==> config.mk <==
export PLATFORM = sky130hd
export DESIGN_NAME = alu_issue_ctrl
export DESIGN_NICKNAME = d
export VERILOG_FILES = /design/src/rtl/alu_pkg.sv /design/src/rtl/alu_decode_comb.sv /design/src/rtl/alu_issue_ctrl.sv
export SDC_FILE = /design/constraint.sdc
export NUM_CORES = 1
export LEC_CHECK = 0
export ABC_AREA = 1
export CAP_MARGIN = 20
export CORE_MARGIN = 2
export CORE_UTILIZATION = 43
export DETAILED_ROUTE_END_ITERATION = 6
export PLACE_DENSITY = 0.82
export REMOVE_ABC_BUFFERS = 1
export SLEW_MARGIN = 5
export SYNTH_ARGS = -nofsm -noshare
export SYNTH_HDL_FRONTEND = slang
export SYNTH_SLANG_ARGS = --single-unit
==> constraint.sdc <==
create_clock -name clk -period 1.73 [get_ports clk]
set_clock_uncertainty 0.2 [all_clocks]
set_input_delay 0.346 -clock clk [delete_from_list [all_inputs] [get_ports clk]]
set_output_delay 0.346 -clock clk [all_outputs]
set_load 0.01 [all_outputs]
==> src/rtl/alu_pkg.sv <==
// Shared ALU-control definitions: operation encodings, instruction field codes
// and helpers that classify decodes touching the HI/LO unit.
package alu_pkg;

   typedef enum logic [3:0] {
      ALU_NOP  = 4'd0,
      ALU_AND  = 4'd1,
      ALU_ADD  = 4'd2,
      ALU_SLL  = 4'd3,
      ALU_SUB  = 4'd4,
      ALU_OR   = 4'd5,
      ALU_SLT  = 4'd6,
      ALU_SRL  = 4'd7,
      ALU_SRA  = 4'd8,
      ALU_XOR  = 4'd9,
      ALU_NOR  = 4'd10,
      ALU_SLTU = 4'd11,
      ALU_LUI  = 4'd12,
      ALU_MULT = 4'd13,
      ALU_DIV  = 4'd14,
      ALU_MFHL = 4'd15
   } aluop_e;

   // How a decode interacts with the HI/LO unit.
   typedef enum logic [1:0] {
      KIND_PLAIN,
      KIND_MULT,
      KIND_DIV,
      KIND_MFHL
   } kind_e;

   localparam logic [5:0] OP_RTYPE = 6'h00;
   localparam logic [5:0] OP_BEQ   = 6'h04;
   localparam logic [5:0] OP_BNE   = 6'h05;
   localparam logic [5:0] OP_ADDI  = 6'h08;
   localparam logic [5:0] OP_ADDIU = 6'h09;
   localparam logic [5:0] OP_SLTI  = 6'h0A;
   localparam logic [5:0] OP_SLTIU = 6'h0B;
   localparam logic [5:0] OP_ANDI  = 6'h0C;
   localparam logic [5:0] OP_ORI   = 6'h0D;
   localparam logic [5:0] OP_XORI  = 6'h0E;
   localparam logic [5:0] OP_LUI   = 6'h0F;
   localparam logic [5:0] OP_LW    = 6'h23;
   localparam logic [5:0] OP_SW    = 6'h2B;

   localparam logic [5:0] F_SLL   = 6'h00;
   localparam logic [5:0] F_SRL   = 6'h02;
   localparam logic [5:0] F_SRA   = 6'h03;
   localparam logic [5:0] F_MFHI  = 6'h10;
   localparam logic [5:0] F_MFLO  = 6'h12;
   localparam logic [5:0] F_MULT  = 6'h18;
   localparam logic [5:0] F_MULTU = 6'h19;
   localparam logic [5:0] F_DIV   = 6'h1A;
   localparam logic [5:0] F_DIVU  = 6'h1B;
   localparam logic [5:0] F_ADD   = 6'h20;
   localparam logic [5:0] F_ADDU  = 6'h21;
   localparam logic [5:0] F_SUB   = 6'h22;
   localparam logic [5:0] F_SUBU  = 6'h23;
   localparam logic [5:0] F_AND   = 6'h24;
   localparam logic [5:0] F_OR    = 6'h25;
   localparam logic [5:0] F_XOR   = 6'h26;
   localparam logic [5:0] F_NOR   = 6'h27;
   localparam logic [5:0] F_SLT   = 6'h2A;
   localparam logic [5:0] F_SLTU  = 6'h2B;

   function automatic logic is_hilo_start(input kind_e kind);
      return (kind == KIND_MULT) || (kind == KIND_DIV);
   endfunction

   function automatic logic is_mfhl(input kind_e kind);
      return kind == KIND_MFHL;
   endfunction

endpackage

==> src/rtl/alu_decode_comb.sv <==
// Pure combinational MIPS-I ALU-control decode of opcode/funct.
module alu_decode_comb
   import alu_pkg::*;
(
   input  logic [5:0] opcode_i,
   input  logic [5:0] funct_i,
   output aluop_e     aluop_o,
   output logic       alusrc_imm_o,
   output logic       uses_shamt_o,
   output logic       illegal_o,
   output kind_e      kind_o
);

   always_comb begin
      // NOTE: every output gets a default first so no path through the case
      // leaves one unassigned, which would infer a latch.
      aluop_o      = ALU_NOP;
      alusrc_imm_o = 1'b0;
      uses_shamt_o = 1'b0;
      illegal_o    = 1'b0;
      kind_o       = KIND_PLAIN;

      case (opcode_i)
         OP_RTYPE: begin
            case (funct_i)
               F_SLL: begin aluop_o = ALU_SLL; uses_shamt_o = 1'b1; end
               F_SRL: begin aluop_o = ALU_SRL; uses_shamt_o = 1'b1; end
               F_SRA: begin aluop_o = ALU_SRA; uses_shamt_o = 1'b1; end
               F_ADD, F_ADDU:   aluop_o = ALU_ADD;
               F_SUB, F_SUBU:   aluop_o = ALU_SUB;
               F_AND:           aluop_o = ALU_AND;
               F_OR:            aluop_o = ALU_OR;
               F_XOR:           aluop_o = ALU_XOR;
               F_NOR:           aluop_o = ALU_NOR;
               F_SLT:           aluop_o = ALU_SLT;
               F_SLTU:          aluop_o = ALU_SLTU;
               F_MULT, F_MULTU: begin aluop_o = ALU_MULT; kind_o = KIND_MULT; end
               F_DIV, F_DIVU:   begin aluop_o = ALU_DIV;  kind_o = KIND_DIV;  end
               F_MFHI, F_MFLO:  begin aluop_o = ALU_MFHL; kind_o = KIND_MFHL; end
               default:         illegal_o = 1'b1;
            endcase
         end
         OP_ADDI, OP_ADDIU, OP_LW, OP_SW: begin aluop_o = ALU_ADD;  alusrc_imm_o = 1'b1; end
         OP_ANDI:  begin aluop_o = ALU_AND;  alusrc_imm_o = 1'b1; end
         OP_ORI:   begin aluop_o = ALU_OR;   alusrc_imm_o = 1'b1; end
         OP_XORI:  begin aluop_o = ALU_XOR;  alusrc_imm_o = 1'b1; end
         OP_SLTI:  begin aluop_o = ALU_SLT;  alusrc_imm_o = 1'b1; end
         OP_SLTIU: begin aluop_o = ALU_SLTU; alusrc_imm_o = 1'b1; end
         OP_LUI:   begin aluop_o = ALU_LUI;  alusrc_imm_o = 1'b1; end
         // Branches compare by subtraction on two registers.
         OP_BEQ, OP_BNE: aluop_o = ALU_SUB;
         default:        illegal_o = 1'b1;
      endcase
   end

endmodule

==> src/rtl/alu_issue_ctrl.sv <==
// Registered, handshaked ALU-control issue stage with HI/LO unit interlock:
// decode -> valid/ready output register, plus a mult/div latency countdown.
module alu_issue_ctrl
   import alu_pkg::*;
#(
   parameter int ALUOP_W  = 4,
   parameter int MULT_LAT = 4,
   parameter int DIV_LAT  = 32
) (
   input  logic               clk,
   input  logic               rst,
   input  logic               in_valid,
   output logic               in_ready,
   input  logic [5:0]         opcode,
   input  logic [5:0]         funct,
   input  logic [4:0]         shamt,
   output logic               out_valid,
   input  logic               out_ready,
   output logic [ALUOP_W-1:0] aluop,
   output logic               alusrc_imm,
   output logic [4:0]         shamt_out,
   output logic               illegal,
   output logic               busy
);

   localparam int MAX_LAT = (MULT_LAT > DIV_LAT) ? MULT_LAT : DIV_LAT;
   localparam int CNT_W   = (MAX_LAT > 1) ? $clog2(MAX_LAT) : 1;
   localparam logic [CNT_W-1:0] MULT_LOAD = CNT_W'(MULT_LAT - 1);
   localparam logic [CNT_W-1:0] DIV_LOAD  = CNT_W'(DIV_LAT - 1);

   aluop_e dec_aluop;
   logic   dec_imm;
   logic   dec_uses_shamt;
   logic   dec_illegal;
   kind_e  dec_kind;

   alu_decode_comb u_decode (
      .opcode_i     (opcode),
      .funct_i      (funct),
      .aluop_o      (dec_aluop),
      .alusrc_imm_o (dec_imm),
      .uses_shamt_o (dec_uses_shamt),
      .illegal_o    (dec_illegal),
      .kind_o       (dec_kind)
   );

   logic               out_valid_q, out_valid_d;
   logic [ALUOP_W-1:0] aluop_q, aluop_d;
   logic               alusrc_imm_q, alusrc_imm_d;
   logic [4:0]         shamt_q, shamt_d;
   logic               illegal_q, illegal_d;
   logic [CNT_W-1:0]   cnt_q, cnt_d;

   logic hazard;
   logic in_ready_w;
   logic in_fire;
   logic out_fire;

   // Only HI/LO users wait on the unit; everything else flows past it.
   assign hazard     = (cnt_q != '0) && (is_hilo_start(dec_kind) || is_mfhl(dec_kind));
   assign in_ready_w = (!out_valid_q || out_ready) && !hazard;
   assign in_fire    = in_valid && in_ready_w;
   assign out_fire   = out_valid_q && out_ready;

   always_comb begin
      out_valid_d  = out_valid_q;
      aluop_d      = aluop_q;
      alusrc_imm_d = alusrc_imm_q;
      shamt_d      = shamt_q;
      illegal_d    = illegal_q;
      cnt_d        = cnt_q;

      if (in_fire) begin
         out_valid_d  = 1'b1;
         aluop_d      = ALUOP_W'(dec_aluop);
         alusrc_imm_d = dec_imm;
         shamt_d      = dec_uses_shamt ? shamt : 5'd0;
         illegal_d    = dec_illegal;
      end else if (out_fire) begin
         out_valid_d = 1'b0;
      end

      // A load never meets a nonzero count: the hazard holds that fire back.
      if (in_fire && dec_kind == KIND_MULT) begin
         cnt_d = MULT_LOAD;
      end else if (in_fire && dec_kind == KIND_DIV) begin
         cnt_d = DIV_LOAD;
      end else if (cnt_q != '0) begin
         cnt_d = cnt_q - CNT_W'(1);
      end
   end

   // NOTE: state registers use non-blocking assignments so every flop samples
   // its next value from the same pre-edge snapshot.
   always_ff @(posedge clk or posedge rst) begin
      if (rst) begin
         out_valid_q  <= 1'b0;
         aluop_q      <= '0;
         alusrc_imm_q <= 1'b0;
         shamt_q      <= 5'd0;
         illegal_q    <= 1'b0;
         cnt_q        <= '0;
      end else begin
         out_valid_q  <= out_valid_d;
         aluop_q      <= aluop_d;
         alusrc_imm_q <= alusrc_imm_d;
         shamt_q      <= shamt_d;
         illegal_q    <= illegal_d;
         cnt_q        <= cnt_d;
      end
   end

   assign in_ready   = in_ready_w;
   assign out_valid  = out_valid_q;
   assign aluop      = aluop_q;
   assign alusrc_imm = alusrc_imm_q;
   assign shamt_out  = shamt_q;
   assign illegal    = illegal_q;
   assign busy       = (cnt_q != '0);

endmodule

# Yosys cells after proc, flatten, opt, wreduce, memory -nomap -nowiden
# Cells that the tools add are included.
[totals]
reg_bits = 17
in_bits = 21
output_inout_bits = 14
word_cells = 82
[op_classes]
addsub = 1
eq_ne = 33
muxes = 15
n_reduce_logical = 27
[op_table]
columns = ["operator", "n"]
rows = [
  ["6-bit equality test (second input constant)", 12],
  ["4-bit case mux with 14 select lines", 1],
  ["6-bit by 4-bit equality test with 1-bit output (second input constant)", 8],
  ["6-bit by 5-bit equality test with 1-bit output (second input constant)", 6],
  ["4-bit case mux with 9 select lines", 1],
  ["5-bit two-way mux", 4],
  ["19-bit OR reduction", 1],
  ["6-bit by 2-bit equality test with 1-bit output (second input constant)", 2],
  ["6-bit by 3-bit equality test with 1-bit output (second input constant)", 2],
  ["6-bit zero test", 2],
  ["12-bit OR reduction", 1],
  ["2-bit OR reduction", 6],
  ["10-bit OR reduction", 1],
  ["1-bit logical AND", 6],
  ["1-bit two-way mux", 6],
  ["2-bit case mux with 3 select lines", 1],
  ["5-bit nonzero test", 1],
  ["5-bit by 1-bit subtractor with 5-bit output (second input constant)", 1],
  ["2-bit equality test (second input constant)", 2],
  ["4-bit OR reduction", 1],
  ["1-bit logical OR", 3],
  ["3-bit nonzero test", 1],
  ["3-bit OR reduction", 1],
  ["2-bit by 1-bit equality test with 1-bit output (second input constant)", 1],
  ["4 further kinds", 5],
]

# Logic depth before layout (Yosys ltp)
# Gate-level depths: netlist of the first run.
[logic_depth]
depth_word = 14
ltp_mapped = 11

# Hierarchy
# Synthesis of the first run repeated with hierarchy kept, for this count alone.
[unflattened]
hier_cells = 204
hier_area_um2 = 1316.3
[by_module_without_submodules]
columns = ["mod", "n_inst", "cells_per_inst", "area_per_inst_um2"]
rows = [
  ["alu_issue_ctrl", 1, 92, 815.8],
  ["alu_decode_comb", 1, 112, 500.5],
]

# Worst setup path before layout of the first run
# No wires, ideal clock.
[synth_path]
path_kind = "register to output"
startpoint = "register cnt_q[0]"
endpoint = "output port in_ready"
arrival_time_ns = 1.246
required_ns = 1.184
setup_slack_ns = -0.062
stages_incl_launch_ff = 9
n_path_buf = 1
path_cell_list = "dfrtp_1 inv_1 ha_1 nand2_1 or2_1 buf_6 nand2_4 nand2_1 inv_1"
[synth_between]
elab_chain_len = 4
[synth_lines]
columns = ["item", "line_no", "rtl"]
rows = [
  ["start, declared", "alu_issue_ctrl.sv:52", "logic [CNT_W-1:0] cnt_q, cnt_d;"],
  ["start signal, assigned", "alu_issue_ctrl.sv:109", "cnt_q <= cnt_d;"],
  ["5-bit nonzero test", "n/a", ""],
  ["net busy", "alu_issue_ctrl.sv:23", "output logic busy"],
  ["1-bit logical AND", "alu_issue_ctrl.sv:60", "assign hazard = (cnt_q != '0) && (is_hilo_start(dec_kind) || is_mfhl(dec_kind));"],
  ["1-bit zero test", "alu_issue_ctrl.sv:61", "assign in_ready_w = (!out_valid_q || out_ready) && !hazard;"],
  ["1-bit logical AND", "alu_issue_ctrl.sv:61", ""],
  ["end, declared", "alu_issue_ctrl.sv:13", "output logic in_ready,"],
]
# The timed path passes the listed nets, and every way through them passes these cells.

# Worst setup path in the final report of the first run
[layout_path]
startpoint = "register cnt_q[1]"
endpoint = "output port in_ready"
[layout_between]
elab_chain_len = 4
[layout_lines]
columns = ["item", "line_no"]
rows = [
  ["5-bit nonzero test", "alu_issue_ctrl.sv:60"],
  ["1-bit logical AND", "alu_issue_ctrl.sv:60"],
  ["1-bit zero test", "alu_issue_ctrl.sv:61"],
  ["1-bit logical AND", "alu_issue_ctrl.sv:61"],
]
# Every way passes these cells.

==> impl_results.md, run 1 <==
- TritonRoute pass-1 iters: 4
- EDFF count, synth: 0
- Ys async rst share: 100%
- Critical-path cell list: inv_1 > ha_4 > nand2_2 > or2_4 > nand2_4 > nand2_2 > inv_1 > buf_2
- FP Rows: 20
- FILL cells: 255
- Core Util, Final: 70.2%
- GP Congestion: 0.927
- CP startpoint kind: register
- Static Leak: 1.16 nW
- Layout cells sized above 1: 35.4%
- Pint: 0.000973 W
- Post-synth cell types: 31
- Sw Share: 34.1%
- Final Cycle Share: 118%
- Share of the synthesized area in the top cell type: 32.4%
- Syn Std Cell Area: 0.00131 sq mm
- Nets: 291
- Number of diodes: 0
- Die Span Y: 59.2 um
- Average size of a mapped cell: 7.09 sq um
- Crit path max-delay cell type: dfrtp_1
- CP Class: reg -> out
- First-pass GRT wire length: 5890 um
- Global route overflow: 0
- Core Area: 0.00298 sq mm
- Initial antenna violation count: 0
- Maximum number of pins on one net before global-route repair: 18
- Worst setup margin: -0.308 ns
- Post-synthesis cell count: 185
- Slew headroom: 65.9%
- DR WL/cell: 11.4 um
- FMAX: 491 MHz
- Worst Path Required: 1.18 ns
- Dominant cell type by area after synthesis: dfrtp_1
- Most frequent cells after synthesis: nand2_1, nor2_1, inv_1, dfrtp_1, nand3_1
- Die X: 59.2 um
- Yosys reg bits: 17
- Power share of the clock group: 14.3%
- Antenna viol nets, final: 0
- Logic pwr share: 51.3%
- Most frequent cell after synthesis: nand2_1
- Max_cap viols: 0
- # IOs: 35
- Min-delay worst type: in -> async
- Iteration-0 DRC Markers: 55
- Via count: 1503
- Top_reg_cell synth: dfrtp_1
- Clock sink count: 17
- RSZ-0062 raised after global routing: yes
- Drt drc: 0
- Sequential power share: 34.4%
- CP max FO: 2
- PwrDens: 707 mW/mm^2
- Largest cells by area after synthesis: dfrtp_1, nand2_1, nand3_1, nor2_1, inv_1
- CTS Buf Count: 3
- Global Route Usage Sum: 22.1%
- Clock root buffer: clkbuf_4
- Fin crit period: 2.04 ns
- Clock tree buffer depth: 2
- Worst path max stage delay: 0.40 ns
- Yosys warnings: 0
- Total routed wirelength: 3440 um
- CTS tree: built
- Die area: 0.00351 sq mm
- Final Hold Viols: 0
- Post-DR vias/cell: 4.99
- Clock transition at path regs: 0.10 ns
- Port Buf Inserts: 34
- Seq/Total Area, Yosys: 32.4%
- Max Slew Vio Count: 0
- Final setup fails: 16
- Number of global-route vias before repair: 1363
- VDD IR max: 0.572 mV
- Post-route insts no fill: 301
- Switching pwr: 0.000505 W
- HPWL after DPL: 2510 um
- Clk Latency, worst-skew pair: 0.30 ns
- Crit path max-delay family: flip-flops
- CP Data Arrival Time: 1.49 ns
- Slew @ Worst Pin: 0.510 ns
- Layout area overhead: 59.4%
- CP bufs+invs: 3
- CTS H-Tree Depth: 1
- Failing checks: setup timing
- Dpl cells: 286
- Outcome: complete, but fails checks
- Nature of the critical path endpoint: output pin
- Starting density of the core: 44.0%
power by group through the flow:
stage	Clock (W)	Combinational, W	Sequential [W]
final	0.000211	0.000759	0.000509
after floorplan	0	0.000292	0.000521
after CTS	0.000221	0.000690	0.000504
after detailed placement	0	0.000603	0.000513
after global placement	0	0.000598	0.000511
after global routing	0.000243	0.000841	0.000517
cells in the final DEF, fill, tap and decap left out, drive strengths merged, types with 2 or more instances in the layout:
cell type      Yosys  final
nand2             67     67
inv               23     23
o21ai              9      9
nor2              27     27
nor3               2      2
nand4              3      3
xor2               3      3
clkdlybuf4s50      0     10
dfrtp             17     17
clkbuf             0      3
nand3             21     24
buf                2     46
dlygate4sd2        0     22
layout make-up:
cell class              count  area [sq um]  share of cell area (%)
well taps                  33          41.3                    1.98
clock inverters             1          5.00                   0.240
clock buffers               3          22.5                    1.08
inverters                  23          86.3                    4.13
multi-input cells         146           866                    41.4
flip-flops and latches     17           425                    20.4
repair buffers             78           643                    30.8
through the flow:
stage	area [sq um]	power, W	setup TNS (ns)	hold slack (ns)	worst slack (ns)
2_1_floorplan	1280	0.000814	-0.749	0.0721	-0.0987
3_3_place_gp	1930	0.00111	-8.53	0.259	-0.807
4_1_cts	2060	0.00142	-1.86	0.138	-0.351
5_1_grt	2090	0.00160	-2.96	0.140	-0.394
3_5_place_dp	1930	0.00112	-9.51	0.266	-0.850
6_report	2090	0.00148	-1.14	0.138	-0.308
repair_timing:
item,CTS,global route
setup buffers,7,2
gates resized for setup,47,5
gates cloned,3,0
hold endpoints to repair,0,0
hold buffers,0,0
pin swaps,8,2
setup endpoints to repair,31,19
path summary, 6_finish.rpt:
| kind | start | endpoint | slack (ns) | depth (start not counted) |
|---|---|---|---|---|
| worst max register to register | cnt_q[1]$_DFFE_PP0P_ | cnt_q[0]$_DFFE_PP0P_ | -0.06 | 8 |
| max in group asynchronous | rst | aluop[2]$_DFFE_PP0N_ | 1.00 | 3 |
| worst min-delay path | rst | cnt_q[3]$_DFFE_PP0P_ | 0.14 | 3 |
| worst min register to register | shamt_out[0]$_DFFE_PP0N_ | shamt_out[0]$_DFFE_PP0N_ | 0.28 | 2 |
| worst max-delay path | cnt_q[1]$_DFFE_PP0P_ | in_ready | -0.31 | 8 |
| min in group clk | shamt_out[0]$_DFFE_PP0N_ | shamt_out[0]$_DFFE_PP0N_ | 0.28 | 2 |
cell families (layout without fill, tap and decap cells):
kind of cell             Yosys count  after routing  share of synthesized area, %
AO/OA/AOI/OAI                     15             15                          8.59
XOR/XNOR                           3              3                          2.00
adder cells (fa/ha/maj)            1              1                         0.954
buffers and inverters             25            105                          8.97
flip-flops                        17             17                          32.4
AND/OR/NAND/NOR                  124            127                          47.0
worst reg2reg max path, stage by stage (launching register included):
cell,delay (ns)
dfrtp_1,0.40
inv_1,0.10
ha_4,0.14
nand2_2,0.05
or2_4,0.25
nand2_4,0.06
buf_4,0.18
nand4_1,0.21
nand3_1,0.14
registers in the layout (all words and copies together) (netlist names):
| register | count |
|---|---|
| cnt_q | 5 |
| shamt_out | 5 |
| aluop | 4 |
| alusrc_imm | 1 |
| illegal | 1 |
| out_valid | 1 |
layer usage:
metal / global-route usage (%) / share of wire [%] / up-vias
met5: 0 / 0 / -
met4: 3.90 / 0.90 / 0
met3: 4.80 / 5.5 / 4
met2: 38.6 / 50 / 48
met1: 28.0 / 44 / 681
li1: - / - / 770
No activity file was read; power rests on OpenSTA's default activity.
==> run 2, diff against run 1 <==
--- a/config.mk
+++ b/config.mk
@@ -8,11 +8,10 @@
 export ABC_AREA = 1
 export CAP_MARGIN = 20
 export CORE_MARGIN = 2
-export CORE_UTILIZATION = 43
+export CORE_UTILIZATION = 45
 export DETAILED_ROUTE_END_ITERATION = 6
 export PLACE_DENSITY = 0.82
 export REMOVE_ABC_BUFFERS = 1
-export SLEW_MARGIN = 5
 export SYNTH_ARGS = -nofsm -noshare
 export SYNTH_HDL_FRONTEND = slang
 export SYNTH_SLANG_ARGS = --single-unit
==> constraint.sdc (replaced) <==
create_clock -name clk -period 2.25 [get_ports clk]
set_clock_uncertainty 0.2 [all_clocks]
set_input_delay 0.45 -clock clk [delete_from_list [all_inputs] [get_ports clk]]
set_output_delay 0.45 -clock clk [all_outputs]
set_load 0.01 [all_outputs]
==> impl_results.md, run 2 (synthesized netlist as in run 1, its figures left out) <==
- Final setup fails: 0 (-16)
- Port Buf Inserts: 34 (unchanged)
- Number of diodes: 0 (unchanged)
- Dpl cells: 279 (-2.4%)
- First-pass GRT wire length: 5340 um (-9.3%)
- DR WL/cell: 10.8 um (-5.5%)
- CTS H-Tree Depth: 1 (unchanged)
- Clock root buffer: clkbuf_4
- Post-DR vias/cell: 4.79 (-4.0%)
- Outcome: complete, no violations
- Slew @ Worst Pin: 0.620 ns (+0.110 ns)
- TritonRoute pass-1 iters: 4 (unchanged)
- Clock transition at path regs: 0.10 ns (about the same)
- PwrDens: 548 mW/mm^2 (-23%)
- Clock sink count: 17 (unchanged)
- Final setup TNS: 0 ns (+1.14 ns)
- Starting density of the core: 47.5% (+3.5 points)
- # IOs: 35 (unchanged)
- Max_cap viols: 0 (unchanged)
- Initial antenna violation count: 0 (unchanged)
- FMAX: 460 MHz
- Slew headroom: 58.6% (-7.3 points)
- Number of global-route vias before repair: 1336 (-2.0%)
- Nature of the critical path endpoint: output pin
- CP startpoint kind: register
- CP Data Arrival Time: 1.52 ns (+0.03 ns)
- Hold-fix buffers, CTS: 0 (unchanged)
- Worst setup margin: 0.0767 ns (+0.385 ns)
- FP Rows: 19 (-5.0%)
- Final instance area: 0.00197 sq mm (-5.9%)
- Total routed wirelength: 3100 um (-9.9%)
- CTS Buf Count: 3 (unchanged)
- Nets: 279 (-4.1%)
- Die X: 58.0 um (-2.1%)
- Max Slew Vio Count: 0 (unchanged)
- Cell Area, Placed: 0.00189 sq mm (-2.1%)
- VDD IR max: 0.855 mV (+50%)
- Worst path max stage delay: 0.41 ns (about the same)
- Die Span Y: 58.0 um (-2.1%)
- Die area: 0.00336 sq mm (-4.1%)
- Layout area overhead: 49.9%
- Clock tree buffer depth: 2 (unchanged)
- Iteration-0 DRC Markers: 47 (-15%)
- Min-delay worst type: reg -> reg
- Final Cycle Share: 96.6%
- CP max FO: 6 (+4)
- Antenna viol nets, final: 0 (unchanged)
- Core Area: 0.00276 sq mm (-7.4%)
- Final Hold Viols: 0 (unchanged)
- CP Class: reg -> out
- Fin crit period: 2.17 ns
- Maximum number of pins on one net before global-route repair: 19 (+1)
- Crit path max-delay cell type: dfrtp_1
- Most common cell after layout, fill and taps aside: nand2_1
- Via count: 1376 (-8.4%)
- Global Route Usage Sum: 20.1% (-2.0 points)
- Commonest cells after routing, fill and taps aside: nand2_1, buf_4, nor2_1, clkdlybuf4s50_1
- Pre-CTS WS: -0.540 ns (+0.309 ns)
- Post-route insts no fill: 287 (-4.7%)
- Static Leak: 1.05 nW (-9.9%)
- Clk Latency, worst-skew pair: 0.29 ns (about the same)
- Worst Path Required: 1.60 ns (+0.42 ns)
- HPWL after DPL: 2510 um (about the same)
- Drt drc: 0 (unchanged)
- GP Congestion: 0.923 (-0.50%)
- Layout cells sized above 1: 32.0% (-3.4 points)
- Critical-path cell list: inv_2 > ha_4 > nand2_2 > or2_4 > buf_4 > buf_2
- Global route overflow: 0 (unchanged)
- CTS tree: built
[run 2: changes by cell type in the layout (fill, tap and decap cells not counted), sizes merged]
cell | previous run | this run
buf | 46 | 37
clkdlybuf4s15 | 0 | 1
clkdlybuf4s50 | 10 | 20
dlygate4sd2 | 22 | 11
nand3 | 24 | 21
[run 2: where the power goes]
group | total [W] | leakage, nW | internal [W] | switching, W
clock network | 0.000163 | 0.0177 | 0.0000661 | 0.0000972
logic | 0.000512 | 0.809 | 0.000267 | 0.000245
registers | 0.000401 | 0.222 | 0.000361 | 0.0000401
total | 0.00108 | 1.05 | 0.000694 | 0.000383
[run 2: final cells by class]
class,instances,area (sq um)
clock buffers,3,22.5
fillers,225,792
multi-input cells,143,808
repair buffers,69,579
inverters,23,86.3
clock inverters,1,5.00
flip-flops and latches,17,425
well taps,31,38.8
[run 2: per-layer routing]
metal / up-vias / track usage (%) / wire (um)
li1: 736 / - / -
met1: 605 / 25.2 / 1390
met2: 35 / 36.7 / 1560
met3: 0 / 4.02 / 151
met5: - / 0 / 0
met4: 0 / 1.99 / 0
[run 2: critical path, delay by kind of cell, from the launching register on]
kind | cells | cell delay, ns
AND/OR/NAND/NOR | 2 | 0.31
flip-flops | 1 | 0.41
buffers and inverters | 3 | 0.38
adder cells (fa/ha/maj) | 1 | 0.14
[run 2: path summary, 6_finish.rpt]
kind	cells past startpoint	to	from	slack, ns
worst min register to register	2	shamt_out[1]$_DFFE_PP0N_	shamt_out[1]$_DFFE_PP0N_	0.29
worst max register to register	9	shamt_out[3]$_DFFE_PP0N_	cnt_q[1]$_DFFE_PP0P_	0.38
min in group asynchronous	2	cnt_q[3]$_DFFE_PP0P_	rst	0.32
worst max-delay path	6	busy	cnt_q[1]$_DFFE_PP0P_	0.08
max in group asynchronous	2	shamt_out[1]$_DFFE_PP0N_	rst	1.13
worst min-delay path	2	shamt_out[1]$_DFFE_PP0N_	shamt_out[1]$_DFFE_PP0N_	0.29
[run 2: timing repair]
item / 4_1_cts / 5_1_grt
setup buffers: 3 / 1
endpoints found under the setup margin: 2 / 1
pin swaps: 6 / 3
gates resized for setup: 35 / 1
[run 2: per-stage QoR]
stage,power (W),hold WS [ns],utilization [%]
finish,0.00108,0.289,71.3
CTS,0.00106,0.296,71.0
global route,0.00116,0.319,71.3
global placement,0.000824,0.256,68.6
detailed placement,0.000844,0.273,68.6
floorplan,0.000626,0.176,-
